### config.mk
export PLATFORM = sky130hd
export DESIGN_NAME = pwm_multi_flat
export DESIGN_NICKNAME = d
export VERILOG_FILES = /design/src/rtl/pwm_multi_if.sv /design/src/rtl/pwm_multi.sv /design/src/flat_wrapper.sv
export SDC_FILE = /design/constraint.sdc
export NUM_CORES = 2
export LEC_CHECK = 0
export ABC_AREA = 1
export BUFFER_PORTS_ARGS = -buffer_cell sky130_fd_sc_hd__buf_2
export CAP_MARGIN = 0
export CELL_PAD_IN_SITES_DETAIL_PLACEMENT = 1
export CELL_PAD_IN_SITES_GLOBAL_PLACEMENT = 1
export CORE_MARGIN = 8
export CORE_UTILIZATION = 43
export DETAILED_ROUTE_END_ITERATION = 8
export PLACE_DENSITY_LB_ADDON = 0.1
export RECOVER_POWER = 50
export SLEW_MARGIN = 5
export SYNTH_ARGS = -nofsm -noshare
export SYNTH_HDL_FRONTEND = slang
export SYNTH_SLANG_ARGS = --single-unit
export TNS_END_PERCENT = 30
### constraint.sdc
create_clock -name clk -period 19.1 [get_ports clk]
set_input_delay 3.82 -clock clk [delete_from_list [all_inputs] [get_ports clk]]
set_output_delay 3.82 -clock clk [all_outputs]
set_load 0.02 [all_outputs]
### src/rtl/pwm_multi_if.sv
// Host action bus shared with the pio block: command in, read data out.
interface pwm_multi_if #(
    parameter int IW = 2
);
    logic [3:0]    action;
    logic [IW-1:0] index;
    logic [31:0]   din;
    logic [31:0]   dout;

    modport master (
        output action, index, din,
        input  dout
    );

    modport slave (
        input  action, index, din,
        output dout
    );
endinterface

### src/rtl/pwm_multi.sv
// Multi-channel PWM: per-channel 16.8 divider, double-buffered period/duty,
// edge- or centre-aligned counting with optional output inversion.
module pwm_multi #(
    parameter int CH = 4,
    parameter int W  = 16,
    parameter int IW = (CH > 1) ? $clog2(CH) : 1
) (
    input  logic          clk,
    input  logic          reset,
    pwm_multi_if.slave    bus,
    output logic [CH-1:0] pwm_out,
    output logic [CH-1:0] wrap
);
    typedef enum logic [3:0] {
        A_NONE   = 4'd0,
        A_PERIOD = 4'd1,
        A_DUTY   = 4'd2,
        A_DIV    = 4'd3,
        A_CTRL   = 4'd4,
        A_ENABLE = 4'd5,
        A_READ   = 4'd6
    } act_e;

    logic [IW-1:0] idx;
    logic [W-1:0]  ctr_all [CH];
    logic          unused_din;

    assign idx        = bus.index;
    assign unused_din = ^bus.din;

    always_ff @(posedge clk or posedge reset) begin
        if (reset) begin
            bus.dout <= '0;
        end else if (bus.action == A_READ && int'(idx) < CH) begin
            bus.dout <= 32'(ctr_all[idx]);
        end
    end

    for (genvar c = 0; c < CH; c++) begin : g_ch
        logic          sel, en, en_n, dir, dir_n, wrp, carry;
        logic          po, po_n, wr;
        logic [W-1:0]  ctr, ctr_n, pa, pa_n, da, da_n, pp, dp;
        logic [15:0]   dcnt, dcnt_n, int_eff;
        logic [7:0]    acc, acc_n, acc_sum, frac_eff;
        logic [23:0]   div;
        logic [1:0]    ctrl;

        assign sel        = (idx == IW'(c));
        assign ctr_all[c] = ctr;
        assign pwm_out[c] = po;
        assign wrap[c]    = wr;

        always_comb begin
            int_eff  = (div[23:8] == 16'd0) ? 16'd1 : div[23:8];
            frac_eff = (div[23:8] == 16'd0) ? 8'd0 : div[7:0];
            {carry, acc_sum} = {1'b0, acc} + {1'b0, frac_eff};
            en_n   = en;
            ctr_n  = ctr;
            dir_n  = dir;
            dcnt_n = dcnt;
            acc_n  = acc;
            pa_n   = pa;
            da_n   = da;
            wrp    = 1'b0;
            if (bus.action == A_ENABLE) en_n = bus.din[c];
            if (!en) begin
                pa_n = pp;
                da_n = dp;
                if (en_n) begin
                    ctr_n  = '0;
                    dir_n  = 1'b0;
                    dcnt_n = '0;
                    acc_n  = '0;
                end
            end else if (en_n) begin
                if (dcnt != 16'd0) begin
                    dcnt_n = dcnt - 16'd1;
                end else begin
                    dcnt_n = int_eff - 16'd1 + {15'd0, carry};
                    acc_n  = acc_sum;
                    if (!ctrl[0]) begin
                        dir_n = 1'b0;
                        if (ctr >= pa) begin
                            ctr_n = '0;
                            wrp   = 1'b1;
                        end else begin
                            ctr_n = ctr + W'(1);
                        end
                    end else if (!dir) begin
                        if (ctr >= pa) begin
                            dir_n = 1'b1;
                            ctr_n = (pa == '0) ? '0 : ctr - W'(1);
                        end else begin
                            ctr_n = ctr + W'(1);
                        end
                    end else begin
                        if (ctr == '0) begin
                            dir_n = 1'b0;
                            ctr_n = (pa == '0) ? '0 : W'(1);
                            wrp   = 1'b1;
                        end else begin
                            ctr_n = ctr - W'(1);
                        end
                    end
                end
            end
            // Reload takes the pending value as it stood before this edge
            if (wrp) begin
                pa_n = pp;
                da_n = dp;
            end
            po_n = en_n ? ((ctr_n < da_n) ^ ctrl[1]) : ctrl[1];
        end

        always_ff @(posedge clk or posedge reset) begin
            if (reset) begin
                en   <= 1'b0;
                dir  <= 1'b0;
                ctr  <= '0;
                dcnt <= '0;
                acc  <= '0;
                pa   <= '0;
                da   <= '0;
                pp   <= '0;
                dp   <= '0;
                div  <= 24'h000100;
                ctrl <= '0;
                po   <= 1'b0;
                wr   <= 1'b0;
            end else begin
                en   <= en_n;
                dir  <= dir_n;
                ctr  <= ctr_n;
                dcnt <= dcnt_n;
                acc  <= acc_n;
                pa   <= pa_n;
                da   <= da_n;
                po   <= po_n;
                wr   <= wrp;
                if (sel && bus.action == A_PERIOD) pp <= bus.din[W-1:0];
                if (sel && bus.action == A_DUTY)   dp <= bus.din[W-1:0];
                if (sel && bus.action == A_DIV)    div <= bus.din[23:0];
                if (sel && bus.action == A_CTRL)   ctrl <= bus.din[2:1];
            end
        end
    end
endmodule

### src/flat_wrapper.sv
// flat-port wrapper written by rule: the top's interface ports become plain ports
module pwm_multi_flat 
#(
    parameter int CH = 4,
    parameter int W  = 16,
    parameter int IW = (CH > 1) ? $clog2(CH) : 1
)
  (clk, reset, pwm_out, wrap, bus_action, bus_index, bus_din, bus_dout);
  pwm_multi_if #(.IW(IW)) bus_i ();
  input  logic clk;
  input  logic reset;
  output logic [CH-1:0] pwm_out;
  output logic [CH-1:0] wrap;
  input wire logic [$bits(bus_i.action)-1:0] bus_action;
  input wire logic [$bits(bus_i.index)-1:0] bus_index;
  input wire logic [$bits(bus_i.din)-1:0] bus_din;
  output wire logic [$bits(bus_i.dout)-1:0] bus_dout;
  assign bus_i.action = bus_action;
  assign bus_i.index = bus_index;
  assign bus_i.din = bus_din;
  assign bus_dout = bus_i.dout;
  pwm_multi #(.CH(CH), .W(W), .IW(IW)) u_core (.clk(clk), .reset(reset), .bus(bus_i), .pwm_out(pwm_out), .wrap(wrap));
endmodule
### Yosys cells after proc, flatten, opt, wreduce, memory -nomap -nowiden

Cells that the tools add are included.

| storage, ports and cells | value |
|---|---|
| bits in latches | 0 |
| bits of input ports | 40 |
| word-level logic and storage cells | 312 |
| memories | 0 |
| register bits | 552 |
| memory bits (read-only) | 0 |
| bits in writable memories | 0 |
| output and inout port bits | 40 |

| operators by class | value |
|---|---|
| reductions and logical operators | 37 |
| $add $sub $neg | 24 |
| div/mod/pow operators | 0 |
| multipliers | 0 |
| magnitude comparators | 9 |
| bitwise logic cells | 5 |
| shifts and indexed selects | 0 |
| equal/unequal tests | 17 |
| multiplexer cells | 167 |

Operator list:

| kind | number |
|---|---|
| 16-bit two-way mux | 78 |
| 16-bit logical NOT | 12 |
| 16-bit by 1-bit subtractor with 16-bit output (second input constant) | 12 |
| 8-bit two-way mux | 20 |
| 1-bit two-way mux | 68 |
| 16-bit by 1-bit adder with 16-bit output | 4 |
| 16-bit by 1-bit adder with 16-bit output (second input constant) | 4 |
| 16-bit greater-or-equal comparator | 4 |
| 16-bit < comparator | 4 |
| 16-bit nonzero test | 4 |
| 8-bit by 8-bit adder with 9-bit output | 4 |
| 16-bit binary-select mux with 2-bit select | 1 |
| 1-bit logical AND | 16 |
| 2-bit inequality test (second input constant) | 8 |
| 4-bit by 3-bit == test with 1-bit output (second input constant) | 3 |
| 4-bit by 2-bit == test with 1-bit output (second input constant) | 2 |
| 2-bit AND reduction | 4 |
| 2-bit == test (second input constant) | 2 |
| 4-bit by 1-bit == test with 1-bit output (second input constant) | 1 |
| 1-bit XOR | 4 |
| 3-bit greater-or-equal comparator (second input constant) | 1 |
| 2-bit inverter with 3-bit output | 1 |
| 2-bit by 1-bit == test with 1-bit output (second input constant) | 1 |
| 2-bit logical NOT | 1 |

### Longest topological paths before layout

| logic depth | value |
|---|---|
| depth in word-level cells | 11 |
| gate-level depth with buffers | 31 |

### Worst setup path before layout

Ideal clock, no wire load.

| path | value |
|---|---|
| kind | in2reg |
| start | input port bus_action[2] |
| end | register u_core.g_ch[3].po |
| setup slack | 12.557 ns |
| arrival | 6.430 ns |
| data required time | 18.987 ns |
| cell stages on the path | 20 |
| library setup time | 0.113 ns |
| path through | inv_1 nor2_4 nand3_4 o21ai_4 inv_2 nor2_8 inv_1 nand2_1 inv_1 clkbuf_1 o211ai_1 o21ai_0 ha_1 a21oi_1 nand3b_1 a21oi_1 nor3_1 nand3_1 nand2_1 inv_1 |

| between the ends | value |
|---|---|
| elaborated cells between the ends (all ways) | 11 |
| classes of those cells | 1 x order compare; 1 x eq/ne; 8 x mux; 1 x bitwise |

RTL lines:

| what | line | source |
|---|---|---|
| from (decl) | flat_wrapper.sv:14 | `input wire logic [$bits(bus_i.action)-1:0] bus_action;` |
| 4-bit by 3-bit == test with 1-bit output * | pwm_multi.sv:65 | `if (bus.action == A_ENABLE) en_n = bus.din[c];` |
| 1-bit two-way mux * | pwm_multi.sv:65 |  |
| 16-bit two-way mux, on equally long branches | pwm_multi.sv:69, pwm_multi.sv:75 |  |
| 16-bit two-way mux * | pwm_multi.sv:66 | `if (!en) begin` |
| via u_core.g_ch[3].ctr_n[9] | pwm_multi.sv:42 | `logic [W-1:0] ctr, ctr_n, pa, pa_n, da, da_n, pp, dp;` |
| 16-bit < comparator * | pwm_multi.sv:112 | `po_n = en_n ? ((ctr_n < da_n) ^ ctrl[1]) : ctrl[1];` |
| 1-bit XOR * | pwm_multi.sv:112 |  |
| 1-bit two-way mux * | pwm_multi.sv:112 |  |
| via u_core.g_ch[3].po_n | pwm_multi.sv:41 | `logic po, po_n, wr;` |
| to (signal assigned) | pwm_multi.sv:138 | `po <= po_n;` |
| to (decl) | pwm_multi.sv:41 |  |

The timed path passes the listed nets; every way through them passes the cells marked *.
A chain may end at the register's enable or synchronous reset.

### Final worst setup path

Same ends and word-level chain as after synthesis.

==> impl_metrics.json <==
{
  "initial_core_util": 0.431,
  "r2r_setup_slack_ns": 13.41,
  "post_cts_resize_count": 0,
  "clk_latency_ns": 0.60,
  "grt_start_max_net_pins": 78,
  "tightest_slew_ns": 3.81,
  "pwr-share-clk": 0.254,
  "cts_buffer_depth": 3,
  "timing.slew.headroom": -1.54,
  "hold_ws_ns": 0.474,
  "cts_root_buffer": "clkbuf_16",
  "clkSlewWorstSetupHoldPaths_ns": 0.06,
  "p_leak_uw": 0.0168,
  "row_count": 100,
  "timing.rr.start": "u_core.g_ch[0].div[18]$_DFFE_PP0P_",
  "synth_area_leaders": "dfrtp_1, nand2_1, o21ai_0",
  "drv_cap": 12,
  "cp_max_fo": 14,
  "cp_data_required_time_ns": 19.59,
  "critPathLaunchType": "input pin",
  "yosys_warnings": 0,
  "synth_top_area_share": 0.430,
  "die_w_microns": 288,
  "seq_area_frac_synth": 0.433,
  "drtPass1Iterations": 7,
  "fin_area_sq_um": 35000,
  "wl_microns": 105000,
  "pwr-share-seq": 0.358,
  "irDropWorstVdd_mv": 0.0646,
  "fin_skew_ns": 0.0185,
  "rsz0062_at_grt": "false",
  "comb_power_share": 0.387,
  "worstHoldStart": "u_core.g_ch[3].pp[10]$_DFFE_PP0P_",
  "grt_pass1_vias": 28500,
  "netlist_area_sq_um": 31900,
  "finalNetCount": 4261,
  "ys_ff_latch": 552,
  "wl_per_cell_microns": 20.7,
  "finalCriticalPeriod_ns": 10.80,
  "cts_hold_buf": 0,
  "cts_tree": "built",
  "routed_via_density": 5.51,
  "arrival_ns": 11.29,
  "ant_nets": 0,
  "multi_input_area_sq_um": 15200,
  "grt_pass1_wl_microns": 166000,
  "synthMostInstantiatedCell": "nand2_1",
  "ys.flop_type": "dfrtp_1",
  "intPower_uw": 2920,
  "yosysUniqueCellTypes": 64,
  "numPortBuffers": 55,
  "crit_type": "in2reg",
  "final.period_utilization": 0.565,
  "drcViolationCount": 0,
  "grt_usage": 0.254,
  "hold_path_depth": 2,
  "overflow": 0,
  "place_area_sq_um": 33000,
  "htreeDepth": 3,
  "die_height_microns": 288,
  "hold_path_end": "u_core.g_ch[3].pa[10]$_DFFE_PP0P_",
  "yosys.area.top_type": "dfrtp_1",
  "synth_common_cells": "nand2_1, o21ai_0, dfrtp_1",
  "swShare": 0.419,
  "drt-initial-drc-count": 1899,
  "fmax_ghz": 0.0926,
  "end_kind": "register",
  "r2r-end": "u_core.g_ch[0].dcnt[14]$_DFFE_PP0P_",
  "gp_congestion": 0.843,
  "p_per_area_nw_per_um2": 144,
  "final_hold_viol_count": 0,
  "vias": 27900,
  "area_growth_pct": 9.69,
  "setup_viol": 0,
  "synth_edf_count": 0,
  "status": "complete, but fails checks",
  "seqCellArea_sq_um": 13800,
  "setup-tns-final_ns": 0,
  "synth-async-reset-ratio": 1.00,
  "drive_gt1_frac": 0.0543,
  "avgSynthCellArea_sq_um": 7.90,
  "switching_power_uw": 2100,
  "maxSlewViolCount": 573,
  "antenna_found_initial": 12,
  "dieArea_sq_um": 83100,
  "violations": "capacitance limit, slew limit",
  "ios": 80,
  "reg2regPathDepth": 25,
  "cts_buffers": 67,
  "nFillCells": 9039,
  "core_area_sq_um": 73900,
  "numClockSinks": 552,
  "min_path_type": "reg2reg",
  "dp_hpwl_microns": 72200,
  "postCtsSetupRepairBufs": 0,
  "netlist_instances": 4039
}
==> final cells by class <==
class,count,area share
diodes,1,0.0000715
well taps,969,0.0347
flip-flops and latches,552,0.395
clock inverters,18,0.00419
inverters,561,0.0603
repair buffers,99,0.0149
clock buffers,101,0.0577
multi-input cells,2757,0.433
==> worst max-delay path: stages <==
cell      delay, ns
clkbuf_1       0.09
inv_1          0.05
nor2_1         0.21
nand3_1        0.82
o21ai_0        1.77
inv_1          0.52
nor2_1         0.85
inv_1          0.47
nand2_1        0.38
inv_1          0.33
o211ai_1       0.29
o21ai_0        0.25
ha_1           0.37
a21oi_1        0.12
nand3b_1       0.12
a21oi_1        0.06
nor3_1         0.44
nand3_1        0.14
nand2_1        0.10
inv_1          0.05
==> metrics by stage <==
stage	std cells	util	setup WS, ns	power (uW)
global placement	4938	0.446	10.32	3680
detailed placement	4938	0.446	10.29	3760
finish	5058	0.473	8.30	5020
CTS	5057	0.475	10.92	5070
global route	5057	0.473	7.77	5420
floorplan	4054	-	7.77	3160
==> logic make-up (layout without fill, tap and decap cells) <==
group	count (synthesis)	after routing	share of synthesized area
buffers and inverters	745	779	0.0912
AOI/OAI and AO/OA	994	994	0.175
xor gates and xnor gates	131	131	0.0360
muxes	2	2	0.000667
DFF	552	552	0.433
and+or+nand+nor	1431	1431	0.191
adders and majority gates	183	183	0.0727
other	1	17	0.000118
==> layer usage <==
metal | global-route usage | wire [microns] | vias to the layer above
li1 | - | - | 13300
met1 | 0.354 | 48900 | 13800
met2 | 0.415 | 48200 | 549
met3 | 0.0284 | 4580 | 148
met4 | 0.0762 | 3010 | 2
met5 | 0 | 13 | -
==> state kept, by name, summed over array words and instances (netlist names) <==
signal            count
u_core.g_ch.div      96
u_core.g_ch.da       64
u_core.g_ch.ctrl      8
u_core.g_ch.acc      32
u_core.g_ch.dp       64
u_core.g_ch.dir       4
u_core.g_ch.pp       64
u_core.g_ch.wr        4
u_core.g_ch.en        4
u_core.g_ch.po        4
u_core.g_ch.pa       64
u_core.g_ch.ctr      64
u_core.bus.dout      16
u_core.g_ch.dcnt     64
==> placed cells by master, fill, tap and decap left out, types with 16 or more instances in the layout <==
cell / synthesis / layout
dfrtp_1: 548 / 548
o211ai_1: 22 / 22
xnor2_1: 24 / 24
o22ai_1: 34 / 34
o32ai_1: 16 / 16
o21ai_0: 558 / 561
buf_4: 25 / 30
xor2_1: 107 / 107
a21oi_1: 219 / 219
nor3_1: 60 / 59
clkbuf_16: 0 / 71
nand2_1: 815 / 816
a31oi_1: 21 / 21
inv_1: 547 / 546
nand3_1: 126 / 127
conb_1: 1 / 16
nor4_1: 22 / 22
ha_1: 179 / 179
clkbuf_1: 143 / 57
nor2_1: 294 / 298
buf_2: 6 / 29
a221oi_1: 29 / 29
nand4_1: 44 / 44
==> power by group through the flow <==
stage	logic (uW)	clock network, uW	registers, uW
floorplan	1490	0	1670
global placement	1880	0	1810
detailed placement	1940	0	1810
CTS	1960	1310	1800
global route	2230	1340	1840
finish	1950	1280	1800
==> worst max path at each step <==
stage	start	to	slack [ns]	cells after the start
2_1_floorplan	reset	u_core.bus.dout[0]$_DFFE_PP0N_	7.77	1
3_3_place_gp	bus_action[3]	u_core.g_ch[2].po$_DFF_PP0_	10.32	18
3_5_place_dp	bus_action[2]	u_core.g_ch[2].po$_DFF_PP0_	10.29	21
4_1_cts	bus_action[2]	u_core.g_ch[2].po$_DFF_PP0_	10.92	21
5_1_grt	bus_action[2]	u_core.g_ch[3].po$_DFF_PP0_	7.77	20
6_report	bus_action[2]	u_core.g_ch[3].po$_DFF_PP0_	8.30	20
No activity file was read; power rests on OpenSTA's default activity.
